**config.mk**
```make
export PLATFORM = sky130hd
export DESIGN_NAME = load_store_unit_flat
export DESIGN_NICKNAME = d
export VERILOG_FILES = /design/src/rtl/load_store_unit_if.sv /design/src/rtl/load_store_unit.sv /design/src/flat_wrapper.sv
export SDC_FILE = /design/constraint.sdc
export NUM_CORES = 1
export LEC_CHECK = 0
export CAP_MARGIN = 20
export CORE_MARGIN = 1.5
export CORE_UTILIZATION = 46
export CTS_CLUSTER_DIAMETER = 40
export CTS_CLUSTER_SIZE = 16
export DETAILED_ROUTE_END_ITERATION = 10
export PLACE_DENSITY_LB_ADDON = 0.15
export SLEW_MARGIN = 10
export SYNTH_ARGS = -nofsm -noshare
export SYNTH_HDL_FRONTEND = slang
export SYNTH_SLANG_ARGS = --single-unit
```
**constraint.sdc**
```tcl
create_clock -name clk -period 3.8 [get_ports clk]
set_input_delay 0.38 -clock clk [delete_from_list [all_inputs] [get_ports clk]]
set_output_delay 0.38 -clock clk [all_outputs]
set_load 0.1 [all_outputs]
```
**src/rtl/load_store_unit_if.sv**
```systemverilog
// Core request/response and data-memory signals of the load/store unit.
// The slave modport is the unit's view; the master modport is the core plus memory side.
interface load_store_unit_if;
    logic       req_valid;
    logic       req_ready;
    logic       req_write;
    logic [7:0] req_addr;
    logic [7:0] req_wdata;
    logic [1:0] req_len;
    logic       rsp_valid;
    logic       rsp_ready;
    logic [7:0] rsp_data;
    logic       wr_done;
    logic       busy;
    logic [7:0] mem_address;
    logic [7:0] mem_write_data;
    logic       mem_read;
    logic       mem_write;
    logic [7:0] mem_read_data;

    modport slave (
        input  req_valid, req_write, req_addr, req_wdata, req_len, rsp_ready, mem_read_data,
        output req_ready, rsp_valid, rsp_data, wr_done, busy, mem_address, mem_write_data,
               mem_read, mem_write
    );

    modport master (
        output req_valid, req_write, req_addr, req_wdata, req_len, rsp_ready, mem_read_data,
        input  req_ready, rsp_valid, rsp_data, wr_done, busy, mem_address, mem_write_data,
               mem_read, mem_write
    );
endinterface

```
**src/rtl/load_store_unit.sv**
```systemverilog
// Byte load/store unit: fill-stores and burst loads of 1..4 bytes against a synchronous
// data memory with one cycle of read latency.
module load_store_unit (
    input logic              clk,
    input logic              rst,
    load_store_unit_if.slave bus
);

    typedef enum logic [2:0] {StIdle, StWr, StRd, StRdWait, StRsp} state_e;

    state_e     state_q, state_d;
    logic [7:0] addr_q, addr_d;
    logic [7:0] wdata_q, wdata_d;
    logic [1:0] cnt_q, cnt_d;
    logic [7:0] rsp_data_q, rsp_data_d;
    logic       wr_done_q, wr_done_d;

    always_ff @(posedge clk or posedge rst) begin
        if (rst) begin
            state_q    <= StIdle;
            addr_q     <= 8'h00;
            wdata_q    <= 8'h00;
            cnt_q      <= 2'd0;
            rsp_data_q <= 8'h00;
            wr_done_q  <= 1'b0;
        end else begin
            state_q    <= state_d;
            addr_q     <= addr_d;
            wdata_q    <= wdata_d;
            cnt_q      <= cnt_d;
            rsp_data_q <= rsp_data_d;
            wr_done_q  <= wr_done_d;
        end
    end

    always_comb begin
        state_d    = state_q;
        addr_d     = addr_q;
        wdata_d    = wdata_q;
        cnt_d      = cnt_q;
        rsp_data_d = rsp_data_q;
        wr_done_d  = 1'b0;
        unique case (state_q)
            StIdle: begin
                if (bus.req_valid) begin
                    addr_d  = bus.req_addr;
                    wdata_d = bus.req_wdata;
                    cnt_d   = bus.req_len;
                    state_d = bus.req_write ? StWr : StRd;
                end
            end
            StWr: begin
                if (cnt_q == 2'd0) begin
                    state_d   = StIdle;
                    wr_done_d = 1'b1;
                end else begin
                    addr_d = addr_q + 8'd1;
                    cnt_d  = cnt_q - 2'd1;
                end
            end
            StRd: state_d = StRdWait;
            StRdWait: begin
                rsp_data_d = bus.mem_read_data;
                state_d    = StRsp;
            end
            StRsp: begin
                if (bus.rsp_ready) begin
                    if (cnt_q == 2'd0) begin
                        state_d = StIdle;
                    end else begin
                        addr_d  = addr_q + 8'd1;
                        cnt_d   = cnt_q - 2'd1;
                        state_d = StRd;
                    end
                end
            end
            default: state_d = StIdle;
        endcase
    end

    // Only req_ready looks at rst directly; everything else follows the reset registers.
    assign bus.req_ready      = (state_q == StIdle) && !rst;
    assign bus.rsp_valid      = (state_q == StRsp);
    assign bus.rsp_data       = rsp_data_q;
    assign bus.wr_done        = wr_done_q;
    assign bus.busy           = (state_q != StIdle);
    assign bus.mem_address    = addr_q;
    assign bus.mem_write_data = wdata_q;
    assign bus.mem_read       = (state_q == StRd);
    assign bus.mem_write      = (state_q == StWr);

endmodule

```
**src/flat_wrapper.sv**
```systemverilog
// flat-port wrapper written by rule: the top's interface ports become plain ports
module load_store_unit_flat 
  (clk, rst, bus_req_valid, bus_req_write, bus_req_addr, bus_req_wdata, bus_req_len, bus_rsp_ready, bus_mem_read_data, bus_req_ready, bus_rsp_valid, bus_rsp_data, bus_wr_done, bus_busy, bus_mem_address, bus_mem_write_data, bus_mem_read, bus_mem_write);
  load_store_unit_if bus_i ();
  input logic clk;
  input logic rst;
  input wire logic [$bits(bus_i.req_valid)-1:0] bus_req_valid;
  input wire logic [$bits(bus_i.req_write)-1:0] bus_req_write;
  input wire logic [$bits(bus_i.req_addr)-1:0] bus_req_addr;
  input wire logic [$bits(bus_i.req_wdata)-1:0] bus_req_wdata;
  input wire logic [$bits(bus_i.req_len)-1:0] bus_req_len;
  input wire logic [$bits(bus_i.rsp_ready)-1:0] bus_rsp_ready;
  input wire logic [$bits(bus_i.mem_read_data)-1:0] bus_mem_read_data;
  output wire logic [$bits(bus_i.req_ready)-1:0] bus_req_ready;
  output wire logic [$bits(bus_i.rsp_valid)-1:0] bus_rsp_valid;
  output wire logic [$bits(bus_i.rsp_data)-1:0] bus_rsp_data;
  output wire logic [$bits(bus_i.wr_done)-1:0] bus_wr_done;
  output wire logic [$bits(bus_i.busy)-1:0] bus_busy;
  output wire logic [$bits(bus_i.mem_address)-1:0] bus_mem_address;
  output wire logic [$bits(bus_i.mem_write_data)-1:0] bus_mem_write_data;
  output wire logic [$bits(bus_i.mem_read)-1:0] bus_mem_read;
  output wire logic [$bits(bus_i.mem_write)-1:0] bus_mem_write;
  assign bus_i.req_valid = bus_req_valid;
  assign bus_i.req_write = bus_req_write;
  assign bus_i.req_addr = bus_req_addr;
  assign bus_i.req_wdata = bus_req_wdata;
  assign bus_i.req_len = bus_req_len;
  assign bus_i.rsp_ready = bus_rsp_ready;
  assign bus_i.mem_read_data = bus_mem_read_data;
  assign bus_req_ready = bus_i.req_ready;
  assign bus_rsp_valid = bus_i.rsp_valid;
  assign bus_rsp_data = bus_i.rsp_data;
  assign bus_wr_done = bus_i.wr_done;
  assign bus_busy = bus_i.busy;
  assign bus_mem_address = bus_i.mem_address;
  assign bus_mem_write_data = bus_i.mem_write_data;
  assign bus_mem_read = bus_i.mem_read;
  assign bus_mem_write = bus_i.mem_write;
  load_store_unit u_core (.clk(clk), .rst(rst), .bus(bus_i));
endmodule
```
==> summary.md <==
| Metric | Value |
|---|---|
| Postcts setup bufs | 0 |
| ANT cells | 0 |
| # resized after CTS | 0 |
| First-pass GRT wire length | approximately 5500 um |
| Seq/Total Area, Yosys | 49.7% |
| Relative slew slack | 34.1% |
| Clock Path Buffers | 2 |
| Grt ovf | 0 |
| RSZ-0062 raised after global routing | false |
| Hold Buf Count CTS | 0 |
| Total negative slack | 0 ns |
| Initial antenna violation count | 0 |
| Nets | roughly 230 |
| Worst Path Class, Setup | reg2out |
| Die ar. | ~3600 um^2 |
| Reg clk slew, reported paths | roughly 0.09 ns |
| Hold Fails Final Rpt | 0 |
| Chip Height | 60.3 um |
| Startpoint types | register |
| Vias per inst | 5.07 |
| Post-DRT Antenna Nets | 0 |
| TritonCTS clock tree | done |
| Setup Viol. Count Final | 0 |
| Unique masters post-synth | 39 |
| Input/output buffers | 60 |
| Largest net degree at the start of global routing | 22 |
| Initial Utilization | between 40 and 50% |
| Arr. time, crit path | 2.52 ns |
| WP data required | 3.42 ns |
| H-tree levels | 2 |
| Site Rows | 20 |
| Mapped Area | 1510 um^2 |
| Root buf cell | clkbuf_4 |
| Ys Warns | 0 |
| Synth Instances | 135 |
| Max-cap check violation count | 0 |
| Max Slew Vio Count | 0 |
| Clock Latency Late Sink | approximately 0.33 ns |
| Post-Route WL | 3300 um |
| Chip Width | 60.3 um |
| Period minus WS final | about 2.9 ns |
| Hold Crit Class | in2async |
| Initial DRC count | 70 |
| Avg WL per Cell | between 10 and 15 um |
| Avg Cell Area, Syn | 11.2 um^2 |
| Core area | around 3000 um^2 |
| Total clock buffers created by CTS | 5 |
| Clock Skew | 0.00637 ns |
| Slew @ Worst Pin | 0.986 ns |
| Clk sinks | 30 |
| Share of post-route cells with drive strength above 1 | between 10% and 20% |
| Critical path endpoint category | output pin |
| Vias in the first global route | 1234 |
| FILL cells | 242 |
| GR Util All Layers | 21.2% |
| P&R area growth vs syn | 47.0% |
| Drt pass-1 iters | 4 |
| Syn nets | 168 |
| IO Count | approximately 60 |
| DRC | 0 |
| Status | finished clean |
| Tcrit/Tclk final | 76.2% |
| Routability Congestion | about 0.78 |
| FMAX | 345 MHz |
| HPWL after detailed placement | 2500 um |
| Seq cells post-synth | 30 |
| Detailed-route via count | between 1000 and 1500 |
| Critical Path Fanout Max | 12 |
[cell usage in the layout (no fill, tap or decap), drive strengths merged, types with 2 or more instances in the layout]
cell	count
dfrtp	30
mux2i	5
o22a	2
nor4	2
buf	4
clkbuf	7
nor3	6
inv	8
ha	2
nand3	2
nor2	8
nor3b	2
a21oi	11
mux2	17
o21ai	7
or3	2
o22ai	3
nand2	6
clkdlybuf4s50	58
[Yosys cell counts (all sizes together)]
master	number	share of area [%]
a211o	1	0.58
a211oi	1	0.50
a21oi	11	3.6
and2	1	0.41
and3	1	0.41
and3b	1	0.58
buf	6	2.3
dfrtp	30	50
ha	2	1.7
inv	8	2.0
mux2	17	13
mux2i	5	3.3
nand2	6	1.7
nand2b	1	0.41
nand3	2	0.66
nand3b	1	0.74
nand4	1	0.41
nor2	8	2.5
nor2b	1	0.41
nor3	6	2.7
nor3b	2	0.99
nor4	2	0.83
nor4b	1	0.58
o21ai	7	2.3
o21ba	1	0.66
o21bai	1	0.50
o22a	2	1.2
o22ai	3	1.2
o311ai	1	1.1
or2	1	0.41
or3	2	0.83
xnor2	1	1.1
xor2	1	1.1
[worst max-delay path, stage by stage, from the launching register on]
cell             delay (ns)
dfrtp_1                0.69
nor3b_1                0.31
clkdlybuf4s50_1        1.19
[routing by layer]
layer  part of all wire [%]  GRT usage (%)
met5                      0              0
met4                    1.6           7.62
met3                    5.8           7.58
met2                     52           35.7
met1                     41           24.8
[path summary, 6_finish.rpt]
path,endpoint,from,depth (start not counted),slack [ns]
worst max-delay path,bus_mem_write,u_core.state_q[0]$_DFFE_PP0P_,2,0.90
worst min-delay path,u_core.bus.rsp_data[4]$_DFFE_PP0N_,rst,2,0.41
worst max register to register,u_core.cnt_q[0]$_DFFE_PP0P_,u_core.cnt_q[0]$_DFFE_PP0P_,7,1.93
worst min register to register,u_core.bus.mem_write_data[0]$_DFFE_PP0P_,u_core.bus.mem_write_data[0]$_DFFE_PP0P_,1,0.49
max in group asynchronous,u_core.bus.mem_write_data[4]$_DFFE_PP0P_,rst,3,2.92
min in group clk,u_core.bus.mem_write_data[0]$_DFFE_PP0P_,u_core.bus.mem_write_data[0]$_DFFE_PP0P_,1,0.49
[flip-flops by register name, summed over array words and instances (netlist names)]
signal / count
u_core.bus.mem_address: 8
u_core.bus.mem_write_data: 8
u_core.bus.rsp_data: 8
u_core.bus.wr_done: 1
u_core.cnt_q: 2
u_core.state_q: 3
[logic make-up after synthesis]
| logic type | count (synthesis) | share of synthesized area, % |
|---|---|---|
| adder cells (fa/ha/maj) | 2 | 1.66 |
| AND/OR/NAND/NOR | 37 | 14.6 |
| multiplexers | 22 | 16.0 |
| buffers and inverters | 14 | 4.30 |
| flip-flops | 30 | 49.7 |
| AO/OA/AOI/OAI | 28 | 11.7 |
| XOR/XNOR | 2 | 2.15 |
[final cells by class]
cell class | count | area (um^2) | share of cell area, %
clock buffer | 7 | 55.1 | 2.48
clock inverter | 1 | 5.00 | 0.225
inverter | 8 | 30.0 | 1.35
multi-input combinational | 91 | 696 | 31.3
sequential | 30 | 751 | 33.8
tap | 44 | 55.1 | 2.48
timing repair buffer | 62 | 631 | 28.4
[metrics by stage]
stage	hold slack (ns)	instance area, um^2	instances	util [%]	worst slack, ns
final	0.414	2220	243	72.2	0.905
after global routing	0.462	2220	243	72.2	0.783
after CTS	0.421	2220	243	72.2	0.884
after detailed placement	0.475	2160	235	70.2	1.29
after global placement	0.467	2130	234	69.3	1.33
after floorplan	0.471	1510	135	-	0.487
Power is not shown: default switching activity piles up to over one toggle a cycle in this logic, so the estimate is an artifact.
